==> src/rtl/mem_arb_pkg.sv <==
// Shared types for the RAM arbiter: FSM state encoding, owner IDs and the
// wait-counter preload helper.
package mem_arb_pkg;

   typedef enum logic [1:0] {
      ARB   = 2'd0,
      ISSUE = 2'd1,
      WAIT  = 2'd2,
      RESP  = 2'd3
   } arb_state_t;

   typedef enum logic {
      OWN_CPU = 1'b0,
      OWN_LDR = 1'b1
   } owner_t;

   localparam int CNT_W = 2;

   // WAIT lasts RAM_LAT cycles, counting down to zero before the capture edge.
   function automatic logic [CNT_W-1:0] wait_count(input int lat);
      return CNT_W'(lat - 1);
   endfunction

endpackage

==> src/rtl/mem_arbiter_rr_pick2.sv <==
// Two-way round-robin pick: a lone requester always wins; on contention the
// requester that was not granted last wins.
module rr_pick2
   import mem_arb_pkg::*;
(
   input  logic   i_req_a,
   input  logic   i_req_b,
   input  owner_t i_last,
   output logic   o_grant_valid,
   output owner_t o_winner
);

   always_comb begin
      o_grant_valid = i_req_a | i_req_b;
      o_winner      = OWN_CPU;
      if (i_req_a && i_req_b) begin
         o_winner = (i_last == OWN_CPU) ? OWN_LDR : OWN_CPU;
      end else if (i_req_b) begin
         o_winner = OWN_LDR;
      end
   end

endmodule

==> src/rtl/mem_arbiter.sv <==
// Shares a single-port synchronous RAM between the CPU memory path and the
// loader port; one transaction in flight, registered RAM command outputs.
module mem_arbiter
   import mem_arb_pkg::*;
#(
   parameter int ADDR_W  = 9,
   parameter int DATA_W  = 32,
   parameter int RAM_LAT = 1
) (
   input  logic              Clock,
   input  logic              Reset,
   input  logic              Stop,
   input  logic              cpu_req,
   input  logic              cpu_we,
   input  logic [ADDR_W-1:0] cpu_addr,
   input  logic [DATA_W-1:0] cpu_wdata,
   output logic              cpu_gnt,
   output logic              cpu_rvalid,
   output logic [DATA_W-1:0] cpu_rdata,
   input  logic              ldr_req,
   input  logic              ldr_we,
   input  logic [ADDR_W-1:0] ldr_addr,
   input  logic [DATA_W-1:0] ldr_wdata,
   output logic              ldr_gnt,
   output logic              ldr_rvalid,
   output logic [DATA_W-1:0] ldr_rdata,
   output logic [ADDR_W-1:0] ram_addr,
   output logic [DATA_W-1:0] ram_wdata,
   output logic              ram_we,
   input  logic [DATA_W-1:0] ram_rdata,
   output logic              busy
);

   // Handshake: a requester holds req/we/addr/wdata until it sees its gnt high
   // for one cycle; a read answers later with a one-cycle rvalid pulse.
   localparam logic [CNT_W-1:0] CNT_INIT = wait_count(RAM_LAT);

   arb_state_t         r_state;
   owner_t             r_last_grant;
   owner_t             r_owner;
   logic               r_is_read;
   logic [CNT_W-1:0]   r_cnt;
   logic               r_cpu_gnt;
   logic               r_ldr_gnt;
   logic               r_cpu_rvalid;
   logic               r_ldr_rvalid;
   logic [DATA_W-1:0]  r_cpu_rdata;
   logic [DATA_W-1:0]  r_ldr_rdata;
   logic [ADDR_W-1:0]  r_ram_addr;
   logic [DATA_W-1:0]  r_ram_wdata;
   logic               r_ram_we;

   logic               w_grant_valid;
   owner_t             w_winner;
   logic               w_win_we;
   logic [ADDR_W-1:0]  w_win_addr;
   logic [DATA_W-1:0]  w_win_wdata;

   rr_pick2 u_pick (
      .i_req_a       (cpu_req),
      .i_req_b       (ldr_req),
      .i_last        (r_last_grant),
      .o_grant_valid (w_grant_valid),
      .o_winner      (w_winner)
   );

   always_comb begin
      w_win_we    = cpu_we;
      w_win_addr  = cpu_addr;
      w_win_wdata = cpu_wdata;
      if (w_winner == OWN_LDR) begin
         w_win_we    = ldr_we;
         w_win_addr  = ldr_addr;
         w_win_wdata = ldr_wdata;
      end
   end

   always_ff @(posedge Clock or posedge Reset) begin
      if (Reset) begin
         r_state      <= ARB;
         r_last_grant <= OWN_LDR;
         r_owner      <= OWN_CPU;
         r_is_read    <= 1'b0;
         r_cnt        <= '0;
         r_cpu_gnt    <= 1'b0;
         r_ldr_gnt    <= 1'b0;
         r_cpu_rvalid <= 1'b0;
         r_ldr_rvalid <= 1'b0;
         r_cpu_rdata  <= '0;
         r_ldr_rdata  <= '0;
         r_ram_addr   <= '0;
         r_ram_wdata  <= '0;
         r_ram_we     <= 1'b0;
      end else begin
         case (r_state)
            ARB: begin
               // Stop only gates new grants; it is never looked at mid-transaction.
               if (!Stop && w_grant_valid) begin
                  r_ram_addr   <= w_win_addr;
                  r_ram_wdata  <= w_win_wdata;
                  r_ram_we     <= w_win_we;
                  r_cpu_gnt    <= (w_winner == OWN_CPU);
                  r_ldr_gnt    <= (w_winner == OWN_LDR);
                  r_last_grant <= w_winner;
                  r_owner      <= w_winner;
                  r_is_read    <= ~w_win_we;
                  r_state      <= ISSUE;
               end
            end
            ISSUE: begin
               r_cpu_gnt <= 1'b0;
               r_ldr_gnt <= 1'b0;
               r_ram_we  <= 1'b0;
               if (r_is_read) begin
                  r_cnt   <= CNT_INIT;
                  r_state <= WAIT;
               end else begin
                  r_state <= ARB;
               end
            end
            WAIT: begin
               if (r_cnt == '0) begin
                  if (r_owner == OWN_CPU) begin
                     r_cpu_rdata  <= ram_rdata;
                     r_cpu_rvalid <= 1'b1;
                  end else begin
                     r_ldr_rdata  <= ram_rdata;
                     r_ldr_rvalid <= 1'b1;
                  end
                  r_state <= RESP;
               end else begin
                  r_cnt <= r_cnt - 1'b1;
               end
            end
            RESP: begin
               r_cpu_rvalid <= 1'b0;
               r_ldr_rvalid <= 1'b0;
               r_state      <= ARB;
            end
            default: r_state <= ARB;
         endcase
      end
   end

   assign cpu_gnt    = r_cpu_gnt;
   assign ldr_gnt    = r_ldr_gnt;
   assign cpu_rvalid = r_cpu_rvalid;
   assign ldr_rvalid = r_ldr_rvalid;
   assign cpu_rdata  = r_cpu_rdata;
   assign ldr_rdata  = r_ldr_rdata;
   assign ram_addr   = r_ram_addr;
   assign ram_wdata  = r_ram_wdata;
   assign ram_we     = r_ram_we;
   assign busy       = (r_state != ARB);

endmodule

==> config.mk <==
export PLATFORM = sky130hd
export DESIGN_NAME = mem_arbiter
export DESIGN_NICKNAME = d
export VERILOG_FILES = /design/src/rtl/mem_arb_pkg.sv /design/src/rtl/mem_arbiter_rr_pick2.sv /design/src/rtl/mem_arbiter.sv
export SDC_FILE = /design/constraint.sdc
export NUM_CORES = 1
export LEC_CHECK = 0
export ABC_AREA = 1
export CELL_PAD_IN_SITES_DETAIL_PLACEMENT = 0
export CELL_PAD_IN_SITES_GLOBAL_PLACEMENT = 2
export CORE_MARGIN = 8
export CORE_UTILIZATION = 23
export DETAILED_ROUTE_END_ITERATION = 6
export MAX_ROUTING_LAYER = met4
export PLACE_DENSITY = 0.86
export SLEW_MARGIN = 10
export SYNTH_ARGS = -nofsm -noshare
export SYNTH_HDL_FRONTEND = slang
export SYNTH_SLANG_ARGS = --single-unit
export TNS_END_PERCENT = 30
==> constraint.sdc <==
create_clock -name Clock -period 4.86 [get_ports Clock]
set_input_delay 0.729 -clock Clock [delete_from_list [all_inputs] [get_ports Clock]]
set_output_delay 0.729 -clock Clock [all_outputs]
set_load 0.02 [all_outputs]
# After elaboration in Yosys (flattened, before gate mapping)
# Cells that the tools add are included.
[word_totals] reg_bits=117
[classes] muxes=25 n_addsub=1 eq_ne=9 bitwise_logic=4 reduce_logical=17
[ops] op="$mux 32" n=1
[ops] op="$reduce_and 3->1" n=5
[ops] op="$ne 2x2->1 const B" n=6
[ops] op="$mux 1" n=11
[ops] op="$mux 2" n=5
[ops] op="$pmux 1 s2" n=5
[ops] op="$mux 9" n=1
[ops] op="$pmux 2 s4" n=1
[ops] op="$reduce_bool 2->1" n=4
[ops] op="$reduce_and 2->1" n=3
[ops] op="$eq 2x2->1 const B" n=2
[ops] op="$logic_not 2->1" n=2
[ops] op="$pmux 2 s2" n=1
[ops] op="$not 1->1" n=3
[ops] op="$eq 2x1->1 const B" n=1
[ops] op="$logic_and 1x1->1" n=2
[ops] op="$sub 2x1->2 const B" n=1
[ops] op="$logic_not 1->1" n=1
[ops] op="$or 1x1->1" n=1

# Depth between registers and ports, before layout
# Gate-level depths: netlist of the first run.
[logic_depth] ltp_word=5 mapped_depth=8 mapped_depth_nobuf=6

# By module
# From an unflattened synthesis of the first run, not the netlist that was laid out.
[hier_totals] hier_cells=623 hier_area_um2=5166.2
[by_module_without_submodules] mod="mem_arbiter" n_inst=1 cells_each=620 area_per_inst_um2=5151.2
[by_module_without_submodules] mod="rr_pick2" n_inst=1 cells_each=3 area_per_inst_um2=15.0

# Worst setup path after synthesis of the first run
# No wires, ideal clock.
[synth_timing] kind="input port to flip-flop" start="input ldr_req" end="register r_is_read" path_stages=6 setup_time_ns=0.116 required_time_ns=4.744 slack_ns=3.228 arrival_ns=1.515 path_cell_list="buf_2 > nor2_1 > nor2_8 > buf_4 > nand2_1 > nand2_1"
[synth_between] elab_chain_len=4
[synth_rtl] item="start, declared" line_no="mem_arbiter.sv:20" rtl="input logic ldr_req,"
[synth_rtl] item="$mux 1 / $logic_and 1x1->1 (equally long branches)" line_no="mem_arbiter_rr_pick2.sv:18, mem_arbiter_rr_pick2.sv:16"
[synth_rtl] item="$mux 1" line_no="mem_arbiter_rr_pick2.sv:16" rtl="if (i_req_a && i_req_b) begin"
[synth_rtl] item="$mux 1" line_no="mem_arbiter.sv:71" rtl="if (w_winner == OWN_LDR) begin"
[synth_rtl] item="$not 1->1" line_no="mem_arbiter.sv:106" rtl="r_is_read <= ~w_win_we;"
[synth_rtl] item="end signal, assigned" line_no="mem_arbiter.sv:106"
[synth_rtl] item="end, declared" line_no="mem_arbiter.sv:41" rtl="logic r_is_read;"
# Parallel ways exist; a longest one is shown, timed or not.
# A chain may end at the register's enable or synchronous reset.

# Worst setup path after layout of the first run
[layout_timing] start="input ldr_req" end="register r_ram_we, in the netlist ram_we"
[layout_between] elab_chain_len=5
[layout_rtl] item="$mux 1 / $logic_and 1x1->1 (equally long branches)" line_no="mem_arbiter_rr_pick2.sv:18, mem_arbiter_rr_pick2.sv:16"
[layout_rtl] item="$mux 1" line_no="mem_arbiter_rr_pick2.sv:16"
[layout_rtl] item="$mux 1" line_no="mem_arbiter.sv:71"
[layout_rtl] item="$mux 1" line_no="mem_arbiter.sv:98" rtl="if (!Stop && w_grant_valid) begin"
[layout_rtl] item="$pmux 1 s2" line_no="mem_arbiter.sv:95" rtl="case (r_state)"
[layout_rtl] item="end signal, assigned" line_no="mem_arbiter.sv:101" rtl="r_ram_we <= w_win_we;"
[layout_rtl] item="end, declared" line_no="mem_arbiter.sv:51" rtl="logic r_ram_we;"
# Parallel ways exist; a longest one is shown, timed or not. The select of a mux whose other input is x is not followed.

==> out/metrics.cfg, run 1 <==
[detailed_routing]
ant_nets=0
avgViaCountPerCell=4.065
wl_per_cell_microns=15.09
drtPass1Iterations=4
initialDrtViolationCount=241
num_vias=4602
routed_wl_mm=17.08
drc=0

[grt]
grt_pass1_vias=4790
use_met2_pct=17.10
antenna_found_initial=0
track_usage_pct=12.57
grt_use_met3_pct=5.917
overflow=0
grt_max_degree=66
grt_util_met1_pct=16.35
busiest_layer=met2
grt_pass1_wl_mm=27.10

[timing]
setup_viol=0
tns_ns=0
skew_ns=0.01250
tightest_slew_ns=1.048
rsz0062_at_grt=false
period_needed_ns=2.499
fmax_mhz=400.1
fin_crit_sh_pct=51.43
fin_ws_ns=2.361
max_slew_margin_pct=30.07
final_hold_viol_count=0
slew_violations=0

[clock_network]
ctsHtreeMaxLevel=4
cts.path.max_buffers=2
clkTransAtPathRegs_ns=0.05
cts_sinks=117
cts_tree=yes
cts.repair.resized=0
post_cts_buffers=0
cts_buffers=17
clk_root_buffer_cell=clkbuf_16
clock_latency_ns=0.40
cts_hold_buf=0

[synth]
netlist.area_leader.share_pct=54.65
synth_area_leader_cell=dfrtp_1
ys_seq_elements=117
ys_seq_area_share_pct=55.15
yosys_warnings=0
ys_types=22
syn_area_per_cell_sq_um=8.608
netlist_instances=617
syn_area_sq_um=5311
ys_top_cells_by_area=dfrtp_1 (55%), nand2_1 (20%), o21ai_2 (6.6%)
syn-num-nets=739

[worst_setup_path]
cp_data_arrival_time_ns=2.78
r2r_start=r_state[0]$_DFFE_PP0P_
start_kind=input port
worstPathCellList=buf_2 > inv_1 > nand2_1 > nand3_2 > nand3_1 > nand2_1
crit_path_start=ldr_req
cp_common_cell=nand2_1
critical_path_peak_fanout=47
r2r-end=ram_we$_DFFE_PP0P_
critical_path_required_ns=5.14
reg2regPathDepth=4
slowest_stage=nand3_2
crit_path_end=ram_we$_DFFE_PP0P_
r2r_slack_ns=2.85
critPathMaxStageDelay_ns=0.78
worstSetupPathType=in2reg
end_kind=register

[pwr]
p_leak_uw=0.004049
p_int_uw=3491
p_switching_uw=2106
p_per_area_nw_per_um2=667.6
seqPwrFrac_pct=30.4
combPwrFrac_pct=45.5
netSwitchingFraction_pct=37.62
p_clk_share_pct=24.1
ir_drop_mv=0.2221

[place]
dp_hpwl_mm=12.20
portBuffers=231
dpl.cell_count=1101
gp_congestion=0.7187
place_ws_ns=1.926

[finish]
fin_cells=1132
utilization_pct=37.03
syn2layout_area_growth_pct=57.86
num-fill-cells=2369
layout.nets=957
final_layout_size_suffix_gt1_share_pct=10.15
diodes=0

[die]
die_x_microns=168.0
io_pins=232
start_util_pct=23.46
fp.dieH_microns=168.0
placeableCoreArea_sq_um=22640
die_area_sq_um=28210
fp-row-count=55

[status]
status=completed

[run]
maxCapViolations=0

[hold_path]
hp-class=reg2reg

-- synthesized netlist by cell type --
cell      number
buf_2          7
buf_4          7
clkbuf_2       2
nand3_1       49
buf_6         13
inv_1         42
o21ai_2       40
nand2_2        2
dfstp_2        1
clkbuf_1       7
nor2_1         3
nand3_2        3
ha_1           1
inv_2          2
o21ai_1       23
nand3b_1       1
nor2_4         2
o21ai_0        8
nor2_8         1
nand4_1        1
nand2_1      286
dfrtp_1      116
-- worst max-delay path, delay by kind of cell --
family	cells	cell delay (ns)
AND/OR/NAND/NOR	4	1.25
buffers and inverters	2	0.78
-- through the flow --
stage	hold WS, ns	total power, uW	instance area [sq um]
floorplan	0.4423	3083	5311
global placement	0.4540	4285	7750
detailed placement	0.4556	4306	7750
CTS	0.4641	5701	8384
global route	0.4976	5983	8384
finish	0.4608	5597	8384
-- kinds of logic (layout without fill, tap and decap cells) --
group,count (synthesis),count (layout),synth area share (%)
compound gates,71,71,9.517
fa+ha+maj,1,1,0.2355
buf+inv,80,310,8.198
flops,117,117,55.15
simple gates,348,348,26.90
-- power groups by stage --
| stage | combinational [uW] | sequential [uW] | clock [uW] |
|---|---|---|---|
| final | 2550 | 1700 | 1350 |
| after global routing | 2770 | 1760 | 1450 |
| after CTS | 2600 | 1710 | 1400 |
| after detailed placement | 2600 | 1710 | 0 |
| after global placement | 2580 | 1700 | 0 |
| after floorplan | 853 | 2230 | 0 |
-- area by class of cell --
type                       count  area (sq um)  area share (%)
multi-input combinational    420          1947           23.22
tap                          285         356.6           4.253
inverter                      44         167.7           2.000
timing repair buffer         235          2350           28.03
clock inverter                 8         146.4           1.746
sequential                   117          2929           34.94
clock buffer                  23         488.0           5.820
-- flip-flops by register name, summed over array words and instances, names as in the netlist, 2 cells and up, named ones only --
signal and cells:
cpu_rdata 32, ldr_rdata 32, ram_wdata 32, ram_addr 9, r_cnt 2
-- worst min-delay path by stage --
stage	start	endpoint	slack, ns	depth (start not counted)
after floorplan	r_last_grant$_DFFE_PP1P_	r_last_grant$_DFFE_PP1P_	0.44	2
after global placement	r_last_grant$_DFFE_PP1P_	r_last_grant$_DFFE_PP1P_	0.45	2
after detailed placement	r_last_grant$_DFFE_PP1P_	r_last_grant$_DFFE_PP1P_	0.46	2
after CTS	r_last_grant$_DFFE_PP1P_	r_last_grant$_DFFE_PP1P_	0.46	2
after global routing	ram_wdata[8]$_DFFE_PP0P_	ram_wdata[8]$_DFFE_PP0P_	0.50	2
final	r_last_grant$_DFFE_PP1P_	r_last_grant$_DFFE_PP1P_	0.46	2
-- per-layer routing --
metal	wire, microns	vias to the layer above
met2	6756	193
met3	1856	12
li1	-	2368
met1	8315	2029
met5	0	-
met4	155	0
-- layout by cell type, fill, tap and decap left out, types with 2 or more instances in the layout --
cell             Yosys  layout
o21ai_2             40      40
nor2_1               3       3
clkbuf_1             7       2
clkbuf_8             0       4
nor2_4               2       2
clkinv_2             0       2
nand3_1             49      49
clkbuf_16            0      17
nand2_2              2       2
dfrtp_1            116     116
clkdlybuf4s50_1      0     230
nand2_1            286     286
bufinv_16            0       4
nand3_2              3       3
o21ai_1             23      23
inv_1               42      41
o21ai_0              8       8
inv_2                2       2
buf_4                7       3
Note: power is estimated with default switching activity, not from simulation.
==> run 2, diff against run 1 <==
--- a/config.mk
+++ b/config.mk
@@ -9,10 +9,10 @@
 export CELL_PAD_IN_SITES_DETAIL_PLACEMENT = 0
 export CELL_PAD_IN_SITES_GLOBAL_PLACEMENT = 2
 export CORE_MARGIN = 8
-export CORE_UTILIZATION = 23
+export CORE_UTILIZATION = 21
 export DETAILED_ROUTE_END_ITERATION = 6
 export MAX_ROUTING_LAYER = met4
-export PLACE_DENSITY = 0.86
+export PLACE_DENSITY = 0.83
 export SLEW_MARGIN = 10
 export SYNTH_ARGS = -nofsm -noshare
 export SYNTH_HDL_FRONTEND = slang
==> constraint.sdc (replaced) <==
create_clock -name Clock -period 2.2 [get_ports Clock]
set_input_delay 0.33 -clock Clock [delete_from_list [all_inputs] [get_ports Clock]]
set_output_delay 0.33 -clock Clock [all_outputs]
set_load 0.02 [all_outputs]
==> run 2 against run 1 <==
  * Clock power rose by 120%
  * Global-route usage decreased by 0.35 points
  * Sequential share of layout area decreased by 0.55 points
  * Critical path depth is 3 lower
  * Critical endpoint is now busy
  * Largest power group unchanged
==> out/metrics.cfg, run 2 (synthesized netlist as in run 1, its figures left out) <==
[status]
status=completed  ; unchanged

[clock_network]
clock_latency_ns=0.41  ; was 0.40 ns
clk_root_buffer_cell=clkbuf_16  ; unchanged
cts.repair.resized=0  ; unchanged
post_cts_buffers=0  ; unchanged
ctsHtreeMaxLevel=4  ; unchanged
clkTransAtPathRegs_ns=0.06  ; was 0.05 ns
cts.path.max_buffers=2  ; unchanged
cts_sinks=117  ; unchanged
cts_buffers=17  ; unchanged
cts_tree=yes  ; unchanged
cts_hold_buf=0  ; unchanged

[worst_setup_path]
critical_path_peak_fanout=7  ; was 47
reg2regPathDepth=5  ; was 4
worstSetupPathDepth=3  ; was 6
cp_top_family=buffers and inverters  ; was simple AND/OR/NAND/NOR gates
slowest_stage=clkdlybuf4s50_1  ; was nand3_2
cp_data_arrival_time_ns=1.74  ; was 2.78 ns
worst-path-buf-inv=2  ; unchanged
critPathMaxStageDelay_ns=0.57  ; was 0.78 ns
start_kind=register  ; was input port
critical_path_required_ns=1.87  ; was 5.14 ns
r2r_start=r_state[0]$_DFFE_PP0P_  ; unchanged
worstSetupPathType=reg2out  ; was in2reg
end_kind=primary output  ; was register
r2r_slack_ns=0.55  ; was 2.85 ns
worstPathCellList=nor2_4 > inv_1 > clkdlybuf4s50_1  ; was buf_2 > inv_1 > nand2_1 > nand3_2 > nand3_1 > nand2_1
r2r-end=cpu_gnt$_DFFE_PP0P_  ; was ram_we$_DFFE_PP0P_

[finish]
final_layout_size_suffix_gt1_share_pct=11.12  ; was 10.15%
syn2layout_area_growth_pct=60.40  ; was 57.86%
diodes=0  ; unchanged
layout.nets=963  ; was 957
num-fill-cells=2664  ; was 2369
layout_common_cells=nand2_1 (286), clkdlybuf4s50_1 (230), dfrtp_1 (116)  ; unchanged
layout_commonest_cell=nand2_1  ; unchanged
fin_area_sq_um=8519  ; was 8384 sq um

[grt]
grt_pass1_wl_mm=28.61  ; was 27.10 mm
grt_pass1_vias=5048  ; was 4790
antenna_found_initial=0  ; unchanged
overflow=0  ; unchanged
grt_max_degree=78  ; was 66
track_usage_pct=12.22  ; was 12.57%

[detailed_routing]
avgViaCountPerCell=3.947  ; was 4.065
initialDrtViolationCount=227  ; was 241
drc=0  ; unchanged
num_vias=4673  ; was 4602
ant_nets=0  ; unchanged
drtPass1Iterations=4  ; unchanged
routed_wl_mm=18.02  ; was 17.08 mm
wl_per_cell_microns=15.22  ; was 15.09 microns

[timing]
fin_crit_sh_pct=94.06
slew_violations=0  ; unchanged
setup_viol=0  ; unchanged
rsz0062_at_grt=false  ; unchanged
final_hold_viol_count=0  ; unchanged
period_needed_ns=2.069
fmax_mhz=483.2
max_slew_margin_pct=56.28  ; was 30.07%
tns_ns=0  ; unchanged
tightest_slew_ns=0.6558  ; was 1.048 ns
skew_ns=0.01040  ; was 0.01250 ns

[die]
die_area_sq_um=30640  ; was 28210 sq um
io_pins=232  ; unchanged
fp-row-count=58  ; was 55
start_util_pct=21.21  ; was 23.46%
die_x_microns=175.0  ; was 168.0 microns
fp.dieH_microns=175.0  ; was 168.0 microns
placeableCoreArea_sq_um=25040  ; was 22640 sq um

[hold_path]
hp-class=in2async  ; was reg2reg

[pwr]
p_leak_uw=0.004084  ; was 0.004049 uW
ir_drop_mv=0.4860  ; was 0.2221 mV
p_per_area_nw_per_um2=1454  ; was 667.6 nW/um^2

[run]
maxCapViolations=0  ; unchanged

[place]
portBuffers=231  ; unchanged
gp_congestion=0.7703  ; was 0.7187
post_dp_cell_area_sq_um=7903  ; was 7750 sq um
dp_hpwl_mm=12.94  ; was 12.20 mm

run 2: cell count changes in the layout (fill, tap and decap cells not counted), sizes merged:
cell      previous run  this run
clkbuf              23        20
buf                  5        11
bufinv               4         3
clkinv               3         5
clkinvlp             1         4
run 2: worst max-delay path by stage:
stage | start | endpoint | slack, ns
after floorplan | Reset | async pin | 0.44
after global placement | cpu_req | ram_we$_DFFE_PP0P_ | 0.34
after detailed placement | cpu_req | cpu_gnt$_DFFE_PP0P_ | 0.32
after CTS | r_state[0]$_DFFE_PP0P_ | busy | 0.07
after global routing | r_state[0]$_DFFE_PP0P_ | busy | 0.02
final | r_state[0]$_DFFE_PP0P_ | busy | 0.13
run 2: per-stage QoR:
| step | setup WS (ns) | total power, uW | util (%) | hold slack [ns] | std cells |
|---|---|---|---|---|---|
| floorplan | 0.4434 | 6810 | - | 0.4423 | 617 |
| global placement | 0.3369 | 9563 | 31.56 | 0.4605 | 1152 |
| detailed placement | 0.3213 | 9603 | 31.56 | 0.4641 | 1152 |
| CTS | 0.06765 | 12630 | 34.03 | 0.3618 | 1184 |
| global route | 0.02419 | 13250 | 34.03 | 0.3752 | 1184 |
| finish | 0.1306 | 12390 | 34.03 | 0.3536 | 1184 |
run 2: tightest hold or removal path: stages:
cell,delay [ns]
clkdlybuf4s50_1,0.44
clkinvlp_4,0.13
buf_12,0.23
run 2: area by class of cell:
cell class / instances / area (sq um) / share of cell area [%]
flip-flops and latches: 117 / 2929 / 34.38
well taps: 330 / 412.9 / 4.847
inverters: 44 / 168.9 / 1.983
multi-input cells: 420 / 1947 / 22.85
repair buffers: 241 / 2445 / 28.70
clock inverters: 12 / 150.1 / 1.762
clock buffers: 20 / 466.7 / 5.478
run 2: power breakdown:
| part | internal [uW] | switching [uW] | leakage, uW |
|---|---|---|---|
| combinational | 2570 | 3140 | 0.00234 |
| sequential | 3180 | 582 | 0.00145 |
| clock | 1870 | 1040 | 0.000298 |
run 2: per-layer routing:
metal | GRT usage, % | vias to the layer above | share of wire, %
met1 | 15.97 | 2096 | 49
met3 | 4.749 | 13 | 8.3
met2 | 17.39 | 194 | 42
met5 | - | - | 0
met4 | 3.073 | 0 | 0.89
li1 | - | 2370 | -
